===== src/rtl/clk_seq_pkg.sv =====
// Shared types, widths and configuration check for the clock-phase sequencer.
package clk_seq_pkg;

    localparam int unsigned DIV_W  = 8;
    localparam int unsigned FCNT_W = 16;
    localparam int unsigned MAX_CH = 8;

    typedef enum logic [1:0] {
        SEQ_HALTED = 2'd0,
        SEQ_RUN    = 2'd1,
        SEQ_STEP   = 2'd2
    } seq_state_e;

    // Elaboration-time sanity check: every ratio >= 2, phase inside its period,
    // and every channel period tiles the channel-0 frame exactly.
    function automatic logic cfg_ok(
        input int unsigned                 num_ch,
        input logic [MAX_CH*DIV_W-1:0]     div_list,
        input logic [MAX_CH*DIV_W-1:0]     ph_list
    );
        logic             ok;
        logic [DIV_W-1:0] div0;
        logic [DIV_W-1:0] div;
        logic [DIV_W-1:0] ph;
        ok   = 1'b1;
        div0 = div_list[DIV_W-1:0];
        if (num_ch < 1 || num_ch > MAX_CH) begin
            ok = 1'b0;
        end
        for (int unsigned i = 0; i < MAX_CH; i++) begin
            if (i < num_ch) begin
                div = div_list[i*DIV_W +: DIV_W];
                ph  = ph_list[i*DIV_W +: DIV_W];
                if (div < DIV_W'(2) || ph >= div) begin
                    ok = 1'b0;
                end else if ((div0 % div) != '0) begin
                    ok = 1'b0;
                end
            end
        end
        return ok;
    endfunction

endpackage


===== src/rtl/seq_channel.sv =====
// One sequencer channel: period counter plus registered clock-level and enable decode.
module seq_channel
    import clk_seq_pkg::*;
#(
    parameter logic [DIV_W-1:0] DIV = 8'd2,
    parameter logic [DIV_W-1:0] PH  = 8'd0
) (
    input  logic clock,
    input  logic reset,
    input  logic run_now_i,
    input  logic run_next_i,
    input  logic wrap_i,
    output logic clk_o,
    output logic ce_o
);

    localparam logic [DIV_W-1:0] LAST = DIV - DIV_W'(1);
    localparam logic [DIV_W-1:0] HALF = DIV >> 1;

    logic [DIV_W-1:0] cnt_q, cnt_d;
    logic [DIV_W-1:0] rel;
    logic             clk_q, clk_d;
    logic             ce_q, ce_d;

    // Decode is taken from the next counter value so the flopped outputs line up with it.
    always_comb begin
        cnt_d = '0;
        if (run_now_i && !wrap_i) begin
            cnt_d = (cnt_q == LAST) ? '0 : cnt_q + DIV_W'(1);
        end
        rel   = (cnt_d >= PH) ? cnt_d - PH : DIV - (PH - cnt_d);
        clk_d = run_next_i && (rel < HALF);
        ce_d  = run_next_i && (rel == '0);
    end

    always_ff @(posedge clock) begin
        if (reset) begin
            cnt_q <= '0;
            clk_q <= 1'b0;
            ce_q  <= 1'b0;
        end else begin
            cnt_q <= cnt_d;
            clk_q <= clk_d;
            ce_q  <= ce_d;
        end
    end

    assign clk_o = clk_q;
    assign ce_o  = ce_q;

endmodule


===== src/rtl/clk_phase_sequencer.sv =====
// Multi-channel clock-phase sequencer with frame-boundary halt; single-frame
// stepping is built only when SEQ_STEP_EN is defined.
module clk_phase_sequencer
    import clk_seq_pkg::*;
#(
    parameter int unsigned             NUM_CH   = 4,
    parameter logic [DIV_W*NUM_CH-1:0] DIV_LIST = {8'd2, 8'd2, 8'd4, 8'd4},
    parameter logic [DIV_W*NUM_CH-1:0] PH_LIST  = {8'd1, 8'd0, 8'd2, 8'd0}
) (
    input  logic              clock,
    input  logic              reset,
    input  logic              halt_req,
    input  logic              step,
    output logic [NUM_CH-1:0] clk_o,
    output logic [NUM_CH-1:0] ce_o,
    output logic              frame_start_o,
    output logic              halted_o,
    output logic              step_done_o,
    output logic [FCNT_W-1:0] frame_count_o
);

    localparam int unsigned      CFG_W      = MAX_CH * DIV_W;
    localparam logic [DIV_W-1:0] FRAME_LAST = DIV_LIST[DIV_W-1:0] - DIV_W'(1);

    if (!cfg_ok(NUM_CH, CFG_W'(DIV_LIST), CFG_W'(PH_LIST))) begin : g_cfg_err
        $error("clk_phase_sequencer: invalid DIV_LIST/PH_LIST configuration");
    end

    seq_state_e        state_q, state_d;
    logic [DIV_W-1:0]  pos_q, pos_d;
    logic              frame_start_q, frame_start_d;
    logic              halted_q, halted_d;
    logic              step_done_q, step_done_d;
    logic [FCNT_W-1:0] frame_cnt_q, frame_cnt_d;
    logic              run_now;
    logic              run_next;
    logic              frame_last;

    assign run_now    = (state_q != SEQ_HALTED);
    assign frame_last = run_now && (pos_q == FRAME_LAST);

`ifndef SEQ_STEP_EN
    logic step_unused;
    assign step_unused = step;
`endif

    // Next state, frame position and registered status outputs.
    always_comb begin
        state_d     = state_q;
        step_done_d = 1'b0;
        case (state_q)
            SEQ_HALTED: begin
                if (!halt_req) begin
                    state_d = SEQ_RUN;
                end
`ifdef SEQ_STEP_EN
                else if (step) begin
                    state_d = SEQ_STEP;
                end
`endif
            end
            SEQ_RUN: begin
                if (frame_last && halt_req) begin
                    state_d = SEQ_HALTED;
                end
            end
`ifdef SEQ_STEP_EN
            SEQ_STEP: begin
                if (frame_last) begin
                    state_d     = SEQ_HALTED;
                    step_done_d = 1'b1;
                end
            end
`endif
            default: state_d = SEQ_HALTED;
        endcase

        run_next      = (state_d != SEQ_HALTED);
        pos_d         = (run_now && !frame_last) ? pos_q + DIV_W'(1) : '0;
        frame_start_d = run_next && (pos_d == '0);
        halted_d      = !run_next;
        frame_cnt_d   = frame_last ? frame_cnt_q + FCNT_W'(1) : frame_cnt_q;
    end

    always_ff @(posedge clock) begin
        if (reset) begin
            state_q       <= SEQ_HALTED;
            pos_q         <= '0;
            frame_start_q <= 1'b0;
            halted_q      <= 1'b1;
            step_done_q   <= 1'b0;
            frame_cnt_q   <= '0;
        end else begin
            state_q       <= state_d;
            pos_q         <= pos_d;
            frame_start_q <= frame_start_d;
            halted_q      <= halted_d;
            step_done_q   <= step_done_d;
            frame_cnt_q   <= frame_cnt_d;
        end
    end

    for (genvar i = 0; i < NUM_CH; i++) begin : g_ch
        seq_channel #(
            .DIV (DIV_LIST[i*DIV_W +: DIV_W]),
            .PH  (PH_LIST[i*DIV_W +: DIV_W])
        ) u_ch (
            .clock      (clock),
            .reset      (reset),
            .run_now_i  (run_now),
            .run_next_i (run_next),
            .wrap_i     (frame_last),
            .clk_o      (clk_o[i]),
            .ce_o       (ce_o[i])
        );
    end

    assign frame_start_o = frame_start_q;
    assign halted_o      = halted_q;
    assign step_done_o   = step_done_q;
    assign frame_count_o = frame_cnt_q;

endmodule


===== config.mk =====
export PLATFORM = sky130hd
export DESIGN_NAME = clk_phase_sequencer
export DESIGN_NICKNAME = d
export VERILOG_FILES = /design/src/rtl/clk_seq_pkg.sv /design/src/rtl/seq_channel.sv /design/src/rtl/clk_phase_sequencer.sv
export SDC_FILE = /design/constraint.sdc
export NUM_CORES = 1
export LEC_CHECK = 0
export ABC_AREA = 0
export ABC_CLOCK_PERIOD_IN_PS = 9800
export CORE_MARGIN = 2
export CORE_UTILIZATION = 60
export CTS_CLUSTER_DIAMETER = 120
export CTS_CLUSTER_SIZE = 14
export DETAILED_ROUTE_END_ITERATION = 12
export GPL_TIMING_DRIVEN = 0
export PLACE_DENSITY = 0.84
export SLEW_MARGIN = 20
export SYNTH_ARGS = -nofsm -noshare
export SYNTH_HDL_FRONTEND = slang
export SYNTH_HIERARCHICAL = 1
export SYNTH_SLANG_ARGS = --single-unit

===== constraint.sdc =====
create_clock -name clock -period 9.8 [get_ports clock]
set_clock_uncertainty 0.15 [all_clocks]
set_input_delay 1.96 -clock clock [delete_from_list [all_inputs] [get_ports clock]]
set_output_delay 1.96 -clock clock [all_outputs]
set_load 0.01 [all_outputs]

# == After elaboration in Yosys (flattened, before gate mapping) ==
# Index checks and enable logic that the tools add are counted.
# word_totals
n_memories,0
rom_bits,0
wordCells,85
ram_bits,0
latchBits,0
ff_bits,68
inputBits,4
# op_classes
n_addsub,16
n_eq_ne,6
n_lt_le_gt_ge,8
bitwise,0
n_div,0
n_reduce_logical,22
mux,16
shift,0
n_mul,0
# op_table
op,count
two-way mux 8 bit,13
"adder 8 x 1 -> 8 bit, second input constant",5
zero test 8 bit,5
"equality test 8 x 2 -> 1 bit, second input constant",3
">= comparator 8 x 1 -> 1 bit, second input constant",3
"subtractor 1 x 8 -> 8 bit, first input constant",3
"subtractor 2 x 8 -> 8 bit, first input constant",3
"adder 16 x 1 -> 16 bit, second input constant",1
"equality test 8 x 1 -> 1 bit, second input constant",2
"< comparator 8 x 1 -> 1 bit, second input constant",2
"< comparator 8 x 2 -> 1 bit, second input constant",2
"subtractor 3 x 8 -> 8 bit, first input constant",2
logical AND 1 bit,12
">= comparator 8 x 2 -> 1 bit, second input constant",1
"subtractor 8 x 1 -> 8 bit, second input constant",1
"subtractor 8 x 2 -> 8 bit, second input constant",1
two-way mux 2 bit,2
one-hot mux 2 bit (2 select lines),1
nonzero test 2 bit,2
"equality test 2 x 1 -> 1 bit, second input constant",1
zero test 1 bit,2
zero test 2 bit,1

# == Longest topological paths before layout ==
# logic_depth
ltp_word,10
mapped_depth,15
ltp_nobuf,13

# == Modules after synthesis ==
# Netlist, hierarchy kept.
# modules_own_cells
module,area_per_inst_um2,cells_each,n_inst,seq_area_each_um2
clk_phase_sequencer,1293.7,147,1,560.5
seq_channel at g_ch[3].u_ch,782.0,100,1,200.2
seq_channel at g_ch[1].u_ch,561.8,63,1,200.2
seq_channel at g_ch[0].u_ch,539.3,63,1,200.2
seq_channel at g_ch[2].u_ch,534.3,57,1,200.2

# == Worst setup path after synthesis ==
# OpenSTA, ideal clock, no wires.
# synth_timing
path_kind,flip-flop to flip-flop
from,register pos_q[0]
to,register g_ch[3].u_ch.ce_q
setup_slack_ns,6.355
setup_time_ns,0.092
stages_incl_launch_ff,16
n_path_buf,2
t_required_ns,9.558
arrival_ns,3.203
path_cell_list,dfxtp_1 > ha_1 > or3b_1 > clkbuf_1 > nor3_2 > nand2b_1 > a31o_2 > or2_2 > ha_1 > clkbuf_1 > nand2b_1 > o22ai_1 > a22oi_1 > or3_1 > a22o_1 > nor4_1
# synth_between
elab_chain_cells,10
elab_cells_between_ends,16
classes_between,add/sub: 3; order compare: 1; eq/ne: 1; mux: 4; reduce/logical: 7
# synth_rtl
element,line_no,source
from (decl),clk_phase_sequencer.sv:30,"logic [DIV_W-1:0] pos_q, pos_d;"
from (signal assigned),clk_phase_sequencer.sv:95,pos_q <= pos_d;
equality test 8 x 2 -> 1 bit *,clk_phase_sequencer.sv:40,assign frame_last = run_now && (pos_q == FRAME_LAST);
logical AND 1 bit *,clk_phase_sequencer.sv:40,
net frame_last,clk_phase_sequencer.sv:37,logic frame_last;
zero test 1 bit,seq_channel.sv:28,if (run_now_i && !wrap_i) begin
logical AND 1 bit,seq_channel.sv:28,
two-way mux 8 bit,seq_channel.sv:28,
subtractor 1 x 8 -> 8 bit,seq_channel.sv:31,rel = (cnt_d >= PH) ? cnt_d - PH : DIV - (PH - cnt_d);
subtractor 2 x 8 -> 8 bit,seq_channel.sv:31,
two-way mux 8 bit,seq_channel.sv:31,
zero test 8 bit,seq_channel.sv:33,ce_d = run_next_i && (rel == '0);
logical AND 1 bit *,seq_channel.sv:33,
to (signal assigned),seq_channel.sv:40,ce_q <= 1'b0;
to (signal assigned),seq_channel.sv:44,ce_q <= ce_d;
to (decl),seq_channel.sv:23,"logic ce_q, ce_d;"
# The timed path passes the listed nets; every way through them passes the cells marked *.
# A chain may end at the register's enable or synchronous reset.

# == Worst setup path in the final report ==
# Ends and elaborated chain as after synthesis.

==> results.json <==
{
  "outcome": "complete, no violations",
  "grt_pass1_vias": 2833,
  "cts_tree": "yes",
  "ys_ff_latch": 68,
  "final.setup.tns_ns": 0,
  "critical_path_class": "flip-flop to flip-flop",
  "vias": 3086,
  "final_max_slew_viol_count": 0,
  "num_io_pins": 31,
  "clock_path_buffers": 2,
  "start_util_pct": 62.3,
  "wl_met3_um": 213,
  "reg2reg_depth": 15,
  "power.density_nw_per_um2": 132,
  "cts.htree.levels": 3,
  "routabilityCongestion": 0.847,
  "hold_buffers": 0,
  "wirelength_mm": 7.53,
  "arrival_ns": 4.00,
  "start_kind": "flip-flop",
  "setup-violations-final": 0,
  "antenna_found_initial": 0,
  "grt_overflow": 0,
  "hold_path_class": "flip-flop to flip-flop",
  "postRouteAntennaNets": 0,
  "cp_max_fo": 9,
  "first_pass_iters": 5,
  "cts_num_sinks": 68,
  "cts-resized-gates": 0,
  "cts_root_buf": "clkbuf_8",
  "clock_latency_ns": 0.34,
  "die_area_um2": 6830,
  "synth_top_cells_by_area": "dfxtp_1 37%, nor2_1 6.9%, xnor2_1 6.4%",
  "layout_min_cycle_time_ns": 3.90,
  "worst_slack_ns": 5.90,
  "io_buffers": 28,
  "top_layer": "met4",
  "synthFlopType": "dfxtp_1",
  "worst_pin_slew_ns": 0.566,
  "synth.distinct_cells": 68,
  "synth_top_area_share_pct": 36.7,
  "syn_area_per_cell_um2": 8.63,
  "hpwlAfterDp_mm": 5.38,
  "die_h_um": 82.6,
  "p_leak_nw": 1.58,
  "relSlewSlack_pct": 62.1,
  "clockPowerShare_pct": 39.8,
  "pre_cts_slack_ns": 5.79,
  "syn_area_um2": 3710,
  "drt-met1-wl_mm": 3.49,
  "yosysSeqAreaShare_pct": 36.7,
  "vias_per_cell": 5.62,
  "final_core_util_pct": 71.7,
  "end_kind": "flip-flop",
  "synth_edf_count": 0,
  "numCtsBuffers": 9,
  "sequentialPowerShare_pct": 50.8,
  "placementRows": 28,
  "yosys.area.top_type": "dfxtp_1",
  "async_reset_ff_share_pct": 0,
  "period_share_pct": 39.8,
  "area_growth_pct": 15.1,
  "hold_viol_final": 0,
  "core-area_um2": 5960,
  "holdPathStages": 1,
  "power_frac_comb_pct": 9.3,
  "maxCapViolations": 0,
  "drt_iter0_drc": 118,
  "yosys_warnings": 6,
  "rsz0062_at_grt": "false",
  "wl_per_cell_um": 13.7,
  "postCtsSetupRepairBufs": 0,
  "critPathRequiredTime_ns": 9.90,
  "die_w_um": 82.6,
  "path_clk_slew_ns": 0.07,
  "wl_met2_mm": 3.70,
  "internal-power_mw": 0.427,
  "drcViolationCount": 0,
  "irDropWorstVdd_mv": 0.0930,
  "power.switching_mw": 0.138,
  "grt_max_degree": 16,
  "synth_commonest_cells": "68 x dfxtp_1, 68 x nor2_1, 27 x xnor2_1",
  "num-nets-final": 486,
  "grt_first_pass_wirelength_mm": 12.5,
  "drive_gt1_share_pct": 11.8,
  "syn_inst": 430,
  "whs_ns": 0.340,
  "grtUsageTotal_pct": 23.6,
  "fmax_mhz": 256,
  "diodes": 0,
  "swShare_pct": 24.4
}
## worst max-delay path, stage by stage, from the launching register on
cell and delay [ns]:
dfxtp_1 0.35, ha_1 0.30, or3b_1 0.19, clkbuf_1 0.24, nor3_2 0.16, nand2b_1 0.23, a31o_2 0.29, or2_2 0.32
ha_1 0.20, clkbuf_1 0.19, nand2b_1 0.19, o22ai_1 0.12, a22oi_1 0.10, or3_1 0.31, a22o_1 0.23, nor4_1 0.24
## power by group through the flow
| stage | combinational, mW | clock [mW] | sequential (mW) |
|---|---|---|---|
| floorplan | 0.0376 | 0 | 0.293 |
| global placement | 0.0503 | 0 | 0.293 |
| detailed placement | 0.0520 | 0 | 0.294 |
| CTS | 0.0526 | 0.227 | 0.287 |
| global route | 0.0592 | 0.240 | 0.288 |
| finish | 0.0528 | 0.225 | 0.287 |
## final cells by class
type | count | area, um^2
plain buffers | 23 | 180
inverters | 16 | 60.1
well taps | 75 | 93.8
multi-input cells | 324 | 2110
flip-flops and latches | 68 | 1360
clock inverters | 2 | 35.0
clock buffers | 13 | 149
repair buffers | 28 | 280
fillers | 475 | 1680
## metal layers
layer,track usage (%),vias to the layer above
met1,29.1,1460
li1,-,1563
met3,4.02,13
met2,40.6,50
met5,0,-
met4,9.51,0
## registers in the layout (all words and copies together), names as in the netlist
register         flops
g_ch.u_ch/cnt_q     32
frame_count_o       16
pos_q                8
g_ch.u_ch/ce_o       4
g_ch.u_ch/clk_o      4
state_q              2
frame_start_o        1
halted_o             1
## metrics by stage
step	cell area, um^2	power [mW]	cells
global placement	4090	0.344	534
global route	4270	0.587	549
CTS	4270	0.567	549
detailed placement	4090	0.346	534
finish	4270	0.565	549
floorplan	3710	0.331	431
## cells in the final DEF, fill, tap and decap left out, drive strengths merged, types with 8 or more instances in the layout
cell	instances
buf	18
nor3	17
clkdlybuf4s50	28
nor2	69
nor4	8
nand3	18
nor2b	8
ha	12
o21ai	16
xnor2	27
xor2	19
inv	16
clkbuf	18
dfxtp	68
nand4	10
nand2	26
a21oi	14
## kinds of logic after synthesis
family / synth area share (%)
muxes: 0.573
xor gates and xnor gates: 10.9
buffers and inverters: 6.47
DFF: 36.7
and+or+nand+nor: 29.9
adders and majority gates: 4.05
AOI/OAI and AO/OA: 11.4
other: 0.101
## final timing paths
check	startpoint	end	slack (ns)
worst min register to register	state_q[1]$_SDFF_PP0_	state_q[0]$_SDFF_PP0_	0.34
worst max-delay path	pos_q[0]$_SDFF_PP0_	g_ch[3].u_ch/ce_o$_SDFF_PP0_	5.90
worst min-delay path	state_q[1]$_SDFF_PP0_	state_q[0]$_SDFF_PP0_	0.34
worst max register to register	pos_q[0]$_SDFF_PP0_	g_ch[3].u_ch/ce_o$_SDFF_PP0_	5.90
No activity file was read; power rests on OpenSTA's default activity.
